### config.mk
export PLATFORM = sky130hd
export DESIGN_NAME = rom_loader
export DESIGN_NICKNAME = d
export VERILOG_FILES = /design/src/rtl/rom_loader.sv
export SDC_FILE = /design/constraint.sdc
export NUM_CORES = 1
export LEC_CHECK = 0
export ABC_AREA = 1
export BUFFER_PORTS_ARGS = -buffer_cell sky130_fd_sc_hd__buf_2
export CAP_MARGIN = 30
export CELL_PAD_IN_SITES_DETAIL_PLACEMENT = 0
export CELL_PAD_IN_SITES_GLOBAL_PLACEMENT = 2
export CORE_AREA = 3 3 129 131
export CTS_BUF_LIST = sky130_fd_sc_hd__clkbuf_4 sky130_fd_sc_hd__clkbuf_8
export CTS_CLUSTER_DIAMETER = 120
export CTS_CLUSTER_SIZE = 8
export DETAILED_ROUTE_END_ITERATION = 8
export DIE_AREA = 0 0 132 134
export HOLD_SLACK_MARGIN = 0.02
export PLACE_DENSITY = 0.85
export SYNTH_ARGS = -nofsm -noshare
export SYNTH_HDL_FRONTEND = slang
export SYNTH_SLANG_ARGS = --single-unit
### constraint.sdc
create_clock -name clk -period 3.2 [get_ports clk]
set_clock_uncertainty 0.2 [all_clocks]
set_input_delay 0.32 -clock clk [delete_from_list [all_inputs] [get_ports clk]]
set_output_delay 0.32 -clock clk [all_outputs]
set_load 0.01 [all_outputs]
### src/rtl/rom_loader.sv
// rom_loader: receives a framed byte stream from the host link and
// writes it into the instruction ROM as 32-bit little-endian words.
//
// Ports:
//   clk        - single clock, rising edge
//   rst        - synchronous active-high reset
//   rx_data    - incoming byte
//   rx_valid   - rx_data holds a byte
//   rx_ready   - loader accepts a byte this cycle (valid & ready)
//   rom_we     - one-cycle ROM write strobe
//   rom_waddr  - ROM word address
//   rom_wdata  - ROM word data
//   hold_core  - keeps the core in reset while a load runs
//   load_done  - sticky: last load finished with a good checksum
//   load_err   - sticky: last load aborted
//
// Frame: A5, count lo, count hi, count*4 data bytes, checksum byte.
module rom_loader #(
    parameter int ADDR_W      = 12,
    parameter int TIMEOUT_CYC = 100000
) (
    input  logic              clk,
    input  logic              rst,
    input  logic [7:0]        rx_data,
    input  logic              rx_valid,
    output logic              rx_ready,
    output logic              rom_we,
    output logic [ADDR_W-1:0] rom_waddr,
    output logic [31:0]       rom_wdata,
    output logic              hold_core,
    output logic              load_done,
    output logic              load_err
);

    typedef enum logic [2:0] {
        S_IDLE, S_LEN0, S_LEN1, S_DATA, S_CSUM, S_DONE, S_ERR
    } state_e;

    localparam int TW = $clog2(TIMEOUT_CYC + 1);
    localparam logic [16:0] MAX_CNT = 17'(2 ** ADDR_W);
    localparam logic [7:0] HDR = 8'hA5;
    localparam logic [ADDR_W:0] WONE = 1;
    localparam logic [TW-1:0] TONE = 1;

    state_e state_q, state_d;

    logic              ready_en_q;
    logic [15:0]       count_q, count_d;
    logic [7:0]        xor_q, xor_d;
    logic [31:0]       asm_q, asm_d;
    logic [1:0]        bcnt_q, bcnt_d;
    logic [ADDR_W:0]   widx_q, widx_d;
    logic [TW-1:0]     tmo_q, tmo_d;
    logic              we_q, we_d;
    logic [ADDR_W-1:0] waddr_q, waddr_d;
    logic [31:0]       wdata_q, wdata_d;
    logic              hold_q, hold_d;
    logic              done_q, done_d;
    logic              err_q, err_d;

    logic              acc;
    logic              busy;
    logic              tmo_hit;
    logic              word_end;
    logic              last_word;
    logic [15:0]       cnt_new;
    logic [ADDR_W:0]   widx_inc;
    logic [31:0]       asm_new;

    assign acc       = rx_valid & rx_ready;
    // tmo_q + 1 would reach TIMEOUT_CYC on this edge
    assign tmo_hit   = (tmo_q == TW'(TIMEOUT_CYC - 1));
    assign word_end  = (bcnt_q == 2'd3);
    assign cnt_new   = {rx_data, count_q[7:0]};
    assign widx_inc  = widx_q + WONE;
    assign last_word = (17'(widx_inc) == {1'b0, count_q});
    // first byte of a word ends up in bits 7:0 after four shifts
    assign asm_new   = {rx_data, asm_q[31:8]};

    always_comb begin
        busy = 1'b0;
        unique case (state_q)
            S_LEN0, S_LEN1, S_DATA, S_CSUM: busy = 1'b1;
            default:                        busy = 1'b0;
        endcase
    end

    // state register
    always_ff @(posedge clk) begin
        if (rst) begin
            state_q <= S_IDLE;
        end else begin
            state_q <= state_d;
        end
    end

    // next state
    always_comb begin
        state_d = state_q;
        unique case (state_q)
            S_IDLE: begin
                if (acc && rx_data == HDR) state_d = S_LEN0;
            end
            S_LEN0: begin
                if (acc)          state_d = S_LEN1;
                else if (tmo_hit) state_d = S_ERR;
            end
            S_LEN1: begin
                if (acc) begin
                    if ({1'b0, cnt_new} > MAX_CNT) state_d = S_ERR;
                    else if (cnt_new == 16'd0)     state_d = S_CSUM;
                    else                           state_d = S_DATA;
                end else if (tmo_hit) begin
                    state_d = S_ERR;
                end
            end
            S_DATA: begin
                if (acc) begin
                    if (word_end && last_word) state_d = S_CSUM;
                end else if (tmo_hit) begin
                    state_d = S_ERR;
                end
            end
            S_CSUM: begin
                if (acc)          state_d = (rx_data == xor_q) ? S_DONE : S_ERR;
                else if (tmo_hit) state_d = S_ERR;
            end
            S_DONE, S_ERR: state_d = S_IDLE;
            default:       state_d = S_IDLE;
        endcase
    end

    // outputs
    always_comb begin
        rx_ready = 1'b0;
        unique case (state_q)
            S_DONE, S_ERR: rx_ready = 1'b0;
            default:       rx_ready = ready_en_q;
        endcase
    end

    assign rom_we    = we_q;
    assign rom_waddr = waddr_q;
    assign rom_wdata = wdata_q;
    assign hold_core = hold_q;
    assign load_done = done_q;
    assign load_err  = err_q;

    // datapath next-state
    always_comb begin
        count_d = count_q;
        xor_d   = xor_q;
        asm_d   = asm_q;
        bcnt_d  = bcnt_q;
        widx_d  = widx_q;
        we_d    = 1'b0;
        waddr_d = waddr_q;
        wdata_d = wdata_q;
        hold_d  = hold_q;
        done_d  = done_q;
        err_d   = err_q;
        tmo_d   = (busy && !acc) ? tmo_q + TONE : '0;

        if (acc) begin
            unique case (state_q)
                S_IDLE: begin
                    if (rx_data == HDR) begin
                        count_d = '0;
                        xor_d   = '0;
                        bcnt_d  = '0;
                        widx_d  = '0;
                        hold_d  = 1'b1;
                        done_d  = 1'b0;
                        err_d   = 1'b0;
                    end
                end
                S_LEN0: begin
                    count_d[7:0] = rx_data;
                    xor_d        = xor_q ^ rx_data;
                end
                S_LEN1: begin
                    count_d[15:8] = rx_data;
                    xor_d         = xor_q ^ rx_data;
                end
                S_DATA: begin
                    xor_d  = xor_q ^ rx_data;
                    asm_d  = asm_new;
                    bcnt_d = bcnt_q + 2'd1;
                    if (word_end) begin
                        we_d    = 1'b1;
                        wdata_d = asm_new;
                        waddr_d = widx_q[ADDR_W-1:0];
                        widx_d  = widx_inc;
                    end
                end
                default: ;
            endcase
        end

        if (state_d == S_DONE) begin
            done_d = 1'b1;
            hold_d = 1'b0;
        end
        if (state_d == S_ERR) begin
            err_d  = 1'b1;
            hold_d = 1'b0;
        end
    end

    always_ff @(posedge clk) begin
        if (rst) begin
            ready_en_q <= 1'b0;
            count_q    <= '0;
            xor_q      <= '0;
            asm_q      <= '0;
            bcnt_q     <= '0;
            widx_q     <= '0;
            tmo_q      <= '0;
            we_q       <= 1'b0;
            waddr_q    <= '0;
            wdata_q    <= '0;
            hold_q     <= 1'b0;
            done_q     <= 1'b0;
            err_q      <= 1'b0;
        end else begin
            ready_en_q <= 1'b1;
            count_q    <= count_d;
            xor_q      <= xor_d;
            asm_q      <= asm_d;
            bcnt_q     <= bcnt_d;
            widx_q     <= widx_d;
            tmo_q      <= tmo_d;
            we_q       <= we_d;
            waddr_q    <= waddr_d;
            wdata_q    <= wdata_d;
            hold_q     <= hold_d;
            done_q     <= done_d;
            err_q      <= err_d;
        end
    end

endmodule

Word level (Yosys, flattened, before mapping)

Index checks and enable logic that the tools add are counted.

Flip-flop bits (word level): 140
Bits of input ports: 11

Add/sub/neg operators: 3
$lt $le $gt $ge: 1
Eq/ne operators: 15
Multiplexer cells: 30
Bitwise operators: 5
Reduce and logical (&&, ||, !) cells: 32

Operators with widths:

| cell                  | count |
|---|---|
| $pmux 8 s2            | 3 |
| $mux 3                | 9 |
| $mux 13               | 2 |
| $pmux 13 s2           | 1 |
| $reduce_and 3->1      | 8 |
| $reduce_bool 2->1     | 10 |
| $add 17x1->17 const B | 1 |
| $eq 17x17->1 const B  | 1 |
| $eq 13x16->1          | 1 |
| $gt 16x13->1 const B  | 1 |
| $logic_not 16->1      | 1 |
| $mux 16               | 1 |
| $eq 3x3->1 const B    | 5 |
| $pmux 3 s5            | 1 |
| $add 13x1->13 const B | 1 |
| $mux 1                | 9 |
| $reduce_or 3->1       | 3 |
| $eq 8x8->1            | 1 |
| $eq 8x8->1 const B    | 1 |
| $mux 8                | 1 |
| $xor 8x8->8           | 1 |
| $eq 3x2->1 const B    | 2 |
| $mux 2                | 2 |
| $ne 2x2->1 const B    | 2 |
| other kinds (13)      | 18 |

Depth between registers and ports, before layout

Gate-level depths: netlist (run 1).

Word-level depth: 10
Depth in mapped cells: 19
Gate-level depth less buffers: 19

Worst setup path before layout (run 1)

Ideal clock, no wire load.

Kind: register -> register
Start: register widx_q[0]
End: register hold_q (netlist: hold_core)
Library setup time: 0.110 ns
Data arrival time: 1.803 ns
Path slack: 1.087 ns
Cell stages (with the launch flop): 19
Path buffers: 0
Period minus slack after synthesis: 2.113 ns
Cells stage by stage: dfxtp_1 > ha_1 > nand2_1 > nor2_2 > nand2_1 > nand2_2 > nand2_1 > nand2_1 > nand2_1 > inv_1 > nand2_1 > nor2_1 > nand2_1 > nand2_1 > nand2_1 > a21oi_2 > nand3_2 > nand3_1 > inv_1

Cells in the longest elaborated chain, start to end: 8
Elaborated cells between the ends (all ways): 9
Those cells by class: add/sub: 1; eq/ne: 3; mux: 3; reduce/logical: 2

RTL lines:

| item                          | RTL line | text |
|---|---|---|
| from (decl)                   | 52       | `logic [ADDR_W:0] widx_q, widx_d;` |
| from (signal assigned)        | 231      | `widx_q <= widx_d;` |
| $add 13x1->13 (*)             | 75       | `assign widx_inc = widx_q + WONE;` |
| $eq 13x16->1 (*)              | 76       | `assign last_word = (17'(widx_inc) == {1'b0, count_q});` |
| $logic_and 1x1->1 (*)         | 119      | `if (word_end && last_word) state_d = S_CSUM;` |
| $mux 3 (*)                    | 119      |  |
| $mux 3 (*)                    | 118      | `if (acc) begin` |
| $pmux 3 s5 (*)                | 100      | `unique case (state_q)` |
| $eq 3x3->1 (on tied branches) | 200, 204 |  |
| $reduce_or 3->1 (no line) (*) | --       |  |
| to (signal assigned)          | 236      | `hold_q <= hold_d;` |
| to (decl)                     | 57       | `logic hold_q, hold_d;` |

Every way passes the cells marked *; elsewhere a longest branch is shown, timed or not.
A chain may end at the register's enable or synchronous reset.

Final worst setup path (run 1)

Start: register state_q[0]
End: register wdata_q[8] (netlist: rom_wdata[8])

Cells in the longest elaborated chain, start to end: 5
Elaborated cells between the ends (all ways): 7
Those cells by class: eq/ne: 3; mux: 1; bitwise: 1; reduce/logical: 2

RTL lines:

| item                           | RTL line | text |
|---|---|---|
| from (decl)                    | 45       | `state_e state_q, state_d;` |
| from (signal assigned)         | 93       | `state_q <= state_d;` |
| $eq 3x3->1                     | 136      | `unique case (state_q)` |
| $reduce_or 2->1                | 136      |  |
| $mux 1                         | 136      |  |
| $and 1x1->1                    | 70       | `assign acc = rx_valid & rx_ready;` |
| $reduce_and 3->1 (no line) (*) | --       |  |
| to (signal assigned)           | 235      | `wdata_q <= wdata_d;` |
| to (decl)                      | 56       | `logic [31:0] wdata_q, wdata_d;` |

Marks and branches as above.

==> flow_metrics.py, run 1 <==
metrics = {
    "pwr": {
        "p_per_area_mw_per_mm2": 461,
        "vdd_drop_max_v": 0.000218,
        "leakage_nw": 2.88,
    },
    "floorplan": {
        "core_area_mm2": 0.0157,
        "dieWidth_um": 132,
        "initial_core_util": 0.375,
        "die_y_um": 134,
        "fp-row-count": 46,
        "io_pins": 60,
        "dieArea_mm2": 0.0177,
    },
    "clock_network": {
        "clk_pin_slew_ns": 0.07,
        "clock-sinks": 132,
        "cts_tree": "done",
        "clk_latency_ns": 0.45,
        "cts_max_level": 4,
        "clockBufferDepth": 2,
        "cts-buffers-inserted": 17,
        "post_cts_resized": 0,
        "clockRootBuffer": "clkbuf_8",
    },
    "routing": {
        "via_per_inst": 4.93,
        "drt-initial-drc-count": 257,
        "wl_um": 15800,
        "ant_nets": 0,
        "first_pass_iters": 4,
        "vias": 5311,
        "drcViolationCount": 0,
        "post_drt_wl_per_cell_um": 14.6,
    },
    "synth": {
        "netlist_area_mm2": 0.00589,
        "synthTopCellsByCount": "nand2_1 (175), dfxtp_1 (132), inv_1 (76)",
        "async_reset_ff_frac": 0,
        "ys.flop_type": "dfxtp_1",
        "syn-num-nets": 806,
        "syn_inst": 792,
        "synthDistinctLibCells": 41,
        "ys_ff_latch": 132,
        "synth_edf_count": 0,
        "ys_warn_count": 0,
        "synth.area.top_cells": "dfxtp_1 (45%), nand2_1 (11%), a21oi_1 (5.7%), nand3_1 (5.4%), inv_1 (4.8%)",
        "synth_top_area_frac": 0.449,
        "ys_seq_area_frac": 0.449,
        "synth_top_area_cell": "dfxtp_1",
        "synth.avg_cell_area_um2": 7.43,
        "synth.most_common_cell": "nand2_1",
    },
    "hold_path": {
        "min_from": "rx_data[3]",
        "hold_path.class": "input port to flop",
        "hold_depth": 3,
    },
    "timing": {
        "setup_viol": 0,
        "hold_viol": 0,
        "fmax_mhz": 377,
        "drv_slew": 0,
        "hold_slack_ns": 0.0727,
        "grt_setup_unrepaired": "no",
        "fin_tns_setup_ns": 0,
        "period_share": 0.828,
        "maxSlewHeadroom": 0.527,
        "tightest_slew_ns": 0.705,
        "finalCriticalPeriod_ns": 2.65,
    },
    "place": {
        "placed_area_mm2": 0.00633,
        "hpwl_um": 11500,
        "place_congestion": 0.856,
        "dp.cells": 1040,
        "io_buffer_count": 59,
    },
    "global_routing": {
        "grtUsageTotal": 0.182,
        "grt_pass1_vias": 5208,
        "grt_pass1_wl_um": 25800,
        "antenna_found_initial": 0,
        "grt_max_degree": 50,
        "gr-total-overflow": 0,
    },
    "setup_path": {
        "cp.arrival_ns": 2.82,
        "crit_required_ns": 3.37,
        "cp-start-kind": "flop",
        "timing_worst_setup_path_type": "flop to flop",
        "startpoint": "state_q[0]",
        "r2r_cells": 10,
        "endpoint_kind": "flop",
        "cp_max_fo": 42,
        "reg2reg_from": "state_q[0]",
    },
    "finish": {
        "register_area_mm2": 0.00264,
        "instances_no_fill": 1078,
        "areaGrowthSynthToFinish_pct": 15.3,
        "drive_gt1_frac": 0.150,
        "diodes": 0,
        "multi_input_area_mm2": 0.00277,
        "nets": 863,
        "fillers": 1654,
        "fin_area_mm2": 0.00678,
    },
    "run_status": {
        "run_status": "complete, no violations",
    },
    "job": {
        "max_cap_viol_count": 0,
    },
}
==> layer usage <==
metal / track usage / share of wire / vias to the layer above
li1: - / - / 2729
met4: 0.0665 / 0.020 / 0
met5: 0 / 0 / -
met3: 0.0401 / 0.039 / 28
met2: 0.304 / 0.47 / 106
met1: 0.231 / 0.47 / 2448
==> critical path: stages, from the launching register on <==
cell and delay [ns]:
dfxtp_1 0.44, nand2_2 0.16, a21boi_4 0.21, nand2_4 0.12
inv_6 0.13, nand2_8 0.17, nor2_8 0.36, inv_4 0.24
nor2_8 0.17, inv_2 0.16, o21ai_0 0.18
==> layout make-up <==
class,instances,area share
clock buffers,20,0.0387
clock inverters,12,0.0192
inverters,84,0.0476
multi-input cells,545,0.408
flip-flops and latches,132,0.390
well taps,216,0.0398
repair buffers,69,0.0568
==> cell usage in the layout (no fill, tap or decap), types with 2 or more instances in the layout <==
cell type,count
xor2_1,7
nand4_1,9
buf_4,4
nor2_4,3
nand3_2,2
dlygate4sd3_1,6
nand3_1,64
bufinv_16,2
clkinv_2,4
inv_2,6
nor3_1,9
nor2_8,2
a31oi_1,9
nor2_2,5
nand2_2,3
a21oi_2,4
clkinvlp_4,2
dfxtp_1,132
a211oi_1,13
clkinv_4,2
nand2_4,3
a21oi_1,67
buf_2,59
clkbuf_8,18
ha_1,3
clkbuf_4,2
nor2_1,67
inv_6,3
inv_1,75
nand3b_1,4
o21ai_1,21
o211a_1,5
o21ai_0,45
xnor2_1,6
nand2_1,175
nor4_1,5
nor3b_1,6
==> cells by family (layout without fill, tap and decap cells) <==
family / Yosys count / after routing / share of synthesized area
and+or+nand+nor: 361 / 361 / 0.281
AOI/OAI and AO/OA: 167 / 167 / 0.159
adders and majority gates: 3 / 3 / 0.00638
xor gates and xnor gates: 14 / 14 / 0.0234
buffers and inverters: 115 / 185 / 0.0804
DFF: 132 / 132 / 0.449
==> state kept, by name, indices dropped and copies added, names as in the netlist <==
register / count
rom_waddr: 12
rom_we: 1
tmo_q: 17
widx_q: 13
state_q: 3
hold_core: 1
asm_q: 24
load_done: 1
count_q: 16
load_err: 1
rom_wdata: 32
ready_en_q: 1
xor_q: 8
bcnt_q: 2
==> metrics by stage <==
stage / power, W / setup WS, ns / utilization
finish: 0.00313 / 0.551 / 0.432
CTS: 0.00316 / 0.547 / 0.432
floorplan: 0.00173 / 1.09 / -
global placement: 0.00176 / 0.658 / 0.403
global route: 0.00324 / 0.311 / 0.432
detailed placement: 0.00176 / 0.555 / 0.403
==> where the power goes <==
group          internal, W  switching, W
sequential         0.00164   0.000000574
clock             0.000731      0.000666
combinational    0.0000232     0.0000629
total              0.00240      0.000729
==> path summary, 6_finish.rpt <==
| path | endpoint | slack, ns |
|---|---|---|
| max | rom_wdata[8] | 0.55 |
| min reg2reg | tmo_q[0] | 0.25 |
| min | rom_wdata[27] | 0.07 |
| max reg2reg | rom_wdata[8] | 0.55 |
==> repair_timing <==
item                                    in CTS  in global routing
endpoints found under the setup margin       0                  0
hold buffers                                 6                  0
endpoints found under the hold margin        9                  0
buffers inserted                             0                  0
Power figures use the tool's default switching activity.
==> inputs of run 2 (changes only) <==
==> config.mk (replaced) <==
export PLATFORM = sky130hd
export DESIGN_NAME = rom_loader
export DESIGN_NICKNAME = d
export VERILOG_FILES = /design/src/rtl/rom_loader.sv
export SDC_FILE = /design/constraint.sdc
export NUM_CORES = 1
export LEC_CHECK = 0
export ABC_AREA = 0
export BUFFER_PORTS_ARGS = -buffer_cell sky130_fd_sc_hd__buf_2
export CAP_MARGIN = 30
export CELL_PAD_IN_SITES_DETAIL_PLACEMENT = 0
export CELL_PAD_IN_SITES_GLOBAL_PLACEMENT = 2
export CORE_AREA = 3 3 139 141
export CTS_BUF_LIST = sky130_fd_sc_hd__clkbuf_4 sky130_fd_sc_hd__clkbuf_8
export CTS_CLUSTER_DIAMETER = 120
export CTS_CLUSTER_SIZE = 8
export DETAILED_ROUTE_END_ITERATION = 8
export DIE_AREA = 0 0 142 144
export HOLD_SLACK_MARGIN = 0.02
export PLACE_DENSITY = 0.75
export SYNTH_ARGS = -nofsm -noshare
export SYNTH_HDL_FRONTEND = slang
export SYNTH_SLANG_ARGS = --single-unit
==> constraint.sdc (replaced) <==
create_clock -name clk -period 2.33 [get_ports clk]
set_clock_uncertainty 0.2 [all_clocks]
set_input_delay 0.233 -clock clk [delete_from_list [all_inputs] [get_ports clk]]
set_output_delay 0.233 -clock clk [all_outputs]
set_load 0.01 [all_outputs]
==> run 2 against run 1 <==
Against the previous run:
- the flow now finishes with violations (setup timing)
- final cell count up 0.65%
- first-iteration DRC count fell by 16%
- sequential cell count stayed put
- register-to-register slack lost 0.63 ns
- global-route usage is 2.0 points lower
- clock power increased by 21%
==> flow_metrics.py, run 2 <==
metrics = {
    "run_status": {
        "run_status": "finished, violations left",
        "violations": "setup timing",
    },
    "finish": {
        "largest_reg_flops": 32,
        "diodes": 0,
        "areaGrowthSynthToFinish_pct": 27.4,
        "utilization": 0.408,
        "instances_no_fill": 1085,
        "final_common_cell": "nand2_1",
        "final_cell_mix": "nand2_1 (169), dfxtp_1 (127), a21oi_1 (117), buf_4 (70), buf_2 (58)",
        "fin_area_mm2": 0.00738,
        "nets": 858,
        "drive_gt1_frac": 0.238,
    },
    "global_routing": {
        "grt_pass1_wl_um": 26800,
        "antenna_found_initial": 0,
        "grt_max_degree": 60,
        "grt_pass1_vias": 5203,
        "gr-total-overflow": 0,
        "grtUsageTotal": 0.162,
    },
    "setup_path": {
        "timing_worst_setup_path_type": "flop to flop",
        "cp.arrival_ns": 2.52,
        "crit_required_ns": 2.44,
        "cp_max_fo": 4,
        "endpoint_kind": "flop",
        "cp-start-kind": "flop",
    },
    "timing": {
        "layout_setup_ws_ns": -0.0794,
        "maxSlewHeadroom": 0.565,
        "hold_viol": 0,
        "fmax_mhz": 415,
        "tightest_slew_ns": 0.652,
        "hold_slack_ns": 0.0521,
        "setup_viol": 3,
        "drv_slew": 0,
        "grt_setup_unrepaired": "yes",
        "finalCriticalPeriod_ns": 2.41,
        "period_share": 1.03,
    },
    "routing": {
        "vias": 5372,
        "ant_nets": 0,
        "wl_um": 16800,
        "via_per_inst": 4.95,
        "drcViolationCount": 0,
        "post_drt_wl_per_cell_um": 15.5,
        "drt-initial-drc-count": 216,
        "first_pass_iters": 7,
    },
    "synth": {
        "synth_top_area_cell": "dfxtp_1",
        "ys.flop_type": "dfxtp_1",
        "synth.area.top_cells": "dfxtp_1 (46%), nand2_1 (11%), a21oi_1 (10%), xor2_1 (4.2%), o21ai_0 (3.4%)",
        "synth.most_common_cell": "nand2_1",
        "synth.avg_cell_area_um2": 7.90,
        "ys_warn_count": 0,
        "synthDistinctLibCells": 54,
        "synth_edf_count": 0,
        "async_reset_ff_frac": 0,
        "syn_inst": 733,
        "ys_ff_latch": 132,
        "syn-num-nets": 747,
        "synthTopCellsByCount": "nand2_1 (170), dfxtp_1 (132), a21oi_1 (118)",
        "netlist_area_mm2": 0.00579,
        "ys_seq_area_frac": 0.456,
        "synth_top_area_frac": 0.456,
    },
    "floorplan": {
        "fp-row-count": 49,
        "dieArea_mm2": 0.0204,
        "core_area_mm2": 0.0181,
        "die_y_um": 144,
        "io_pins": 60,
        "dieWidth_um": 142,
        "initial_core_util": 0.320,
    },
    "clock_network": {
        "cts_max_level": 4,
        "clk_latency_ns": 0.44,
        "clockRootBuffer": "clkbuf_8",
        "cts-buffers-inserted": 17,
        "clock-sinks": 132,
        "clockBufferDepth": 2,
        "clk_pin_slew_ns": 0.07,
        "cts_tree": "done",
    },
    "hold_path": {
        "hold_path.class": "input port to flop",
    },
    "place": {
        "io_buffer_count": 59,
        "placed_area_mm2": 0.00669,
        "place_congestion": 0.893,
        "dp.cells": 1036,
        "hpwl_um": 11200,
    },
    "pwr": {
        "vdd_drop_max_v": 0.000343,
        "leakage_nw": 2.74,
        "p_per_area_mw_per_mm2": 553,
    },
    "job": {
        "max_cap_viol_count": 0,
    },
}
[run 2: cell type report]
type                       count  area (um^2)
clock buffer                  20          263
clock inverter                11         81.3
fill                        1853        10700
inverter                       4         15.0
multi-input combinational    544         3040
sequential                   132         2650
tap                          229          287
timing repair buffer         145         1050
[run 2: logic make-up after synthesis]
logic type,Yosys count,synth area share
simple gates,320,0.262
buf+inv,57,0.0430
fa+ha+maj,3,0.00648
xor+xnor,38,0.0574
mux,1,0.00173
compound gates,182,0.173
flops,132,0.456
[run 2: path summary, 6_finish.rpt]
check	to	from	depth (start not counted)	slack (ns)
worst max-delay path	load_err	widx_q[1]	8	-0.08
worst min-delay path	asm_q[28]	rx_data[4]	4	0.05
worst max register to register	load_err	widx_q[1]	8	-0.08
worst min register to register	rom_wdata[14]	rom_wdata[14]	2	0.25
[run 2: worst max-delay path, stage by stage, from the launching register on]
cell,delay [ns]
dfxtp_2,0.36
buf_4,0.13
and4_4,0.26
nand3_4,0.09
a211oi_2,0.25
a21bo_1,0.23
or4_4,0.45
nor4_4,0.22
o31ai_1,0.12
[run 2: layer usage]
| metal | wire (um) | part of all wire | GRT usage | vias up |
|---|---|---|---|---|
| met4 | 176 | 0.010 | 0.0495 | 0 |
| met2 | 7710 | 0.46 | 0.255 | 91 |
| met3 | 720 | 0.043 | 0.0334 | 9 |
| met5 | 0 | 0 | 0 | - |
| met1 | 8230 | 0.49 | 0.224 | 2550 |
| li1 | - | - | - | 2722 |
[run 2: stage by stage]
stage               power [W]  setup TNS (ns)  setup slack, ns
floorplan             0.00237               0           0.0101
global placement      0.00243          -0.285           -0.128
detailed placement    0.00243          -0.815           -0.140
CTS                   0.00415          -0.170          -0.0742
global route          0.00424          -0.433           -0.168
finish                0.00408          -0.185          -0.0794
[run 2: what timing repair did]
item	in CTS	in global routing
resized for setup	20	15
buffers inserted	5	2
hold buffers	8	0
pin swaps	6	7
hold endpoints to repair	24	0
setup endpoints to repair	4	95
gates cloned	0	3
[run 2: power breakdown]
group | internal, W | switching, W
Clock | 0.000783 | 0.000912
Combinational | 0.0000459 | 0.0000857
Sequential | 0.00225 | 0.000000641
Total | 0.00308 | 0.000998
==> inputs of run 3 (changes only) <==
--- a/config.mk
+++ b/config.mk
@@ -10,12 +10,12 @@
 export CAP_MARGIN = 30
 export CELL_PAD_IN_SITES_DETAIL_PLACEMENT = 0
 export CELL_PAD_IN_SITES_GLOBAL_PLACEMENT = 2
-export CORE_AREA = 3 3 139 141
+export CORE_AREA = 2 2 138 140
 export CTS_BUF_LIST = sky130_fd_sc_hd__clkbuf_4 sky130_fd_sc_hd__clkbuf_8
 export CTS_CLUSTER_DIAMETER = 120
 export CTS_CLUSTER_SIZE = 8
 export DETAILED_ROUTE_END_ITERATION = 8
-export DIE_AREA = 0 0 142 144
+export DIE_AREA = 0 0 140 142
 export HOLD_SLACK_MARGIN = 0.02
 export PLACE_DENSITY = 0.75
 export SYNTH_ARGS = -nofsm -noshare
==> run 3 against run 2 <==
Against the previous run:
- the flow finishes with violations (DRC, setup timing)
- sequential power about the same
- wire length decreased by 3.6%
- largest power group unchanged
- highest routed layer unchanged
- critical path depth unchanged
- first-iteration DRC count increased by 78%
- via count increased by 0.54%
- final cell count increased by 1.0%
- sequential share of layout area decreased by 0.50 points
==> flow_metrics.py, run 3 (synthesis results as in run 2) <==
metrics = {
    "routing": {
        "vias": 5401,
        "drcViolationCount": 7,
        "wl_um": 16200,
        "post_drt_wl_per_cell_um": 14.8,
        "first_pass_iters": 9,
        "drt-initial-drc-count": 385,
        "ant_nets": 0,
        "via_per_inst": 4.93,
    },
    "timing": {
        "grt_setup_unrepaired": "yes",
        "setup_viol": 3,
        "hold_viol": 0,
        "drv_slew": 0,
        "layout_setup_ws_ns": -0.0813,
        "fmax_mhz": 415,
        "maxSlewHeadroom": 0.516,
        "fin_tns_setup_ns": -0.214,
        "tightest_slew_ns": 0.726,
        "hold_slack_ns": 0.0455,
        "finalCriticalPeriod_ns": 2.41,
        "period_share": 1.03,
    },
    "hold_path": {
        "hold_path.class": "input port to flop",
        "hold_end": "xor_q[0]",
        "min_from": "rx_data[0]",
        "hold_depth": 4,
    },
    "setup_path": {
        "r2r_slack_ns": -0.08,
        "r2r_cells": 8,
        "slowest_delay_ns": 0.46,
        "crit_chain": "buf_6 -> and4_4 -> nand3_4 -> a211oi_2 -> a21bo_1 -> or4_4 -> nor4_4 -> o31ai_2",
        "cp_top_family": "simple AND/OR/NAND/NOR gates",
        "reg2reg_from": "widx_q[0]",
        "path_buf_inv": 1,
        "crit_slowest_cell": "or4_4",
        "reg2reg_to": "load_err",
        "crit_required_ns": 2.46,
        "crit_cells": 8,
        "cp.arrival_ns": 2.54,
        "cp-start-kind": "flop",
        "cp_max_fo": 6,
        "endpoint_kind": "flop",
        "timing_worst_setup_path_type": "flop to flop",
    },
    "clock_network": {
        "clk_pin_slew_ns": 0.08,
        "clk_latency_ns": 0.45,
        "cts-buffers-inserted": 17,
        "cts_tree": "done",
        "clockRootBuffer": "clkbuf_8",
        "clockBufferDepth": 2,
        "clock-sinks": 132,
        "cts_max_level": 4,
    },
    "global_routing": {
        "grt_max_degree": 68,
        "gr-total-overflow": 0,
        "grt_pass1_wl_um": 26800,
        "antenna_found_initial": 0,
        "grt_pass1_vias": 5318,
        "grtUsageTotal": 0.168,
    },
    "pwr": {
        "leakage_nw": 2.79,
        "vdd_drop_max_v": 0.000341,
        "p_int_w": 0.00332,
        "p_per_area_mw_per_mm2": 586,
        "fin_total_pwr_w": 0.00438,
        "swShare": 0.242,
        "switchingPower_w": 0.00106,
        "seqPwrFrac": 0.514,
        "power.share.combinational": 0.029,
        "clkPwrFrac": 0.456,
    },
    "floorplan": {
        "core_area_mm2": 0.0185,
        "io_pins": 60,
        "initial_core_util": 0.314,
        "dieWidth_um": 140,
        "fp-row-count": 50,
        "dieArea_mm2": 0.0199,
        "die_y_um": 142,
    },
    "finish": {
        "multi_input_area_mm2": 0.00305,
        "diodes": 0,
        "register_area_mm2": 0.00265,
        "nets": 863,
        "largest_reg_flops": 32,
        "instances_no_fill": 1096,
        "fillers": 1877,
        "areaGrowthSynthToFinish_pct": 29.1,
        "fin_area_mm2": 0.00748,
        "final_cell_mix": "nand2_1 (170), dfxtp_1 (129), a21oi_1 (117), buf_4 (74), buf_2 (58)",
        "drive_gt1_frac": 0.242,
        "final_common_cell": "nand2_1",
    },
    "run_status": {
        "run_status": "finished, violations left",
        "violations": "DRC, setup timing",
    },
    "place": {
        "placed_area_mm2": 0.00681,
        "io_buffer_count": 59,
        "place_congestion": 0.759,
        "hpwl_um": 11300,
        "dp.cells": 1052,
    },
    "job": {
        "max_cap_viol_count": 0,
    },
}
[run 3: stage by stage]
step / worst slack, ns / utilization
6_report: -0.0813 / 0.405
5_1_grt: -0.182 / 0.405
4_1_cts: -0.116 / 0.401
3_5_place_dp: -0.150 / 0.369
3_3_place_gp: -0.151 / 0.369
2_1_floorplan: 0.0101 / -
[run 3: worst max path at each step]
| stage | from | endpoint | slack, ns |
|---|---|---|---|
| after floorplan | widx_q[1] | load_err | 0.01 |
| after global placement | widx_q[1] | hold_core | -0.15 |
| after detailed placement | bcnt_q[0] | load_err | -0.15 |
| after CTS | widx_q[1] | hold_core | -0.12 |
| after global routing | widx_q[4] | hold_core | -0.18 |
| final | widx_q[0] | load_err | -0.08 |
[run 3: power by group through the flow]
stage	combinational [W]	sequential (W)	clock, W
after global placement	0.000116	0.00231	0
after detailed placement	0.000117	0.00231	0
after floorplan	0.0000656	0.00231	0
after global routing	0.000140	0.00226	0.00217
after CTS	0.000129	0.00225	0.00207
final	0.000129	0.00225	0.00200
[run 3: area by class of cell]
type	instances	area share
multi-input cells	544	0.407
flip-flops and latches	132	0.354
repair buffers	150	0.143
well taps	234	0.0391
clock buffers	19	0.0350
clock inverters	13	0.0197
inverters	4	0.00201
[run 3: worst reg2reg max path, stage by stage, from the launching register on]
cell	delay [ns]
dfxtp_2	0.36
buf_6	0.13
and4_4	0.25
nand3_4	0.08
a211oi_2	0.25
a21bo_1	0.24
or4_4	0.46
nor4_4	0.22
o31ai_2	0.11
[run 3: repair_timing]
action                                  4_1_cts  5_1_grt
buffers inserted                              2        1
endpoints found under the setup margin        4       51
resized for setup                            17       18
endpoints found under the hold margin        24        0
hold buffers                                  9        0
pin swaps                                     7        5
[run 3: routing by layer]
metal	track usage	share of wire
met4	0.0638	0.019
met2	0.275	0.47
met3	0.0326	0.033
met1	0.221	0.48
met5	0	0
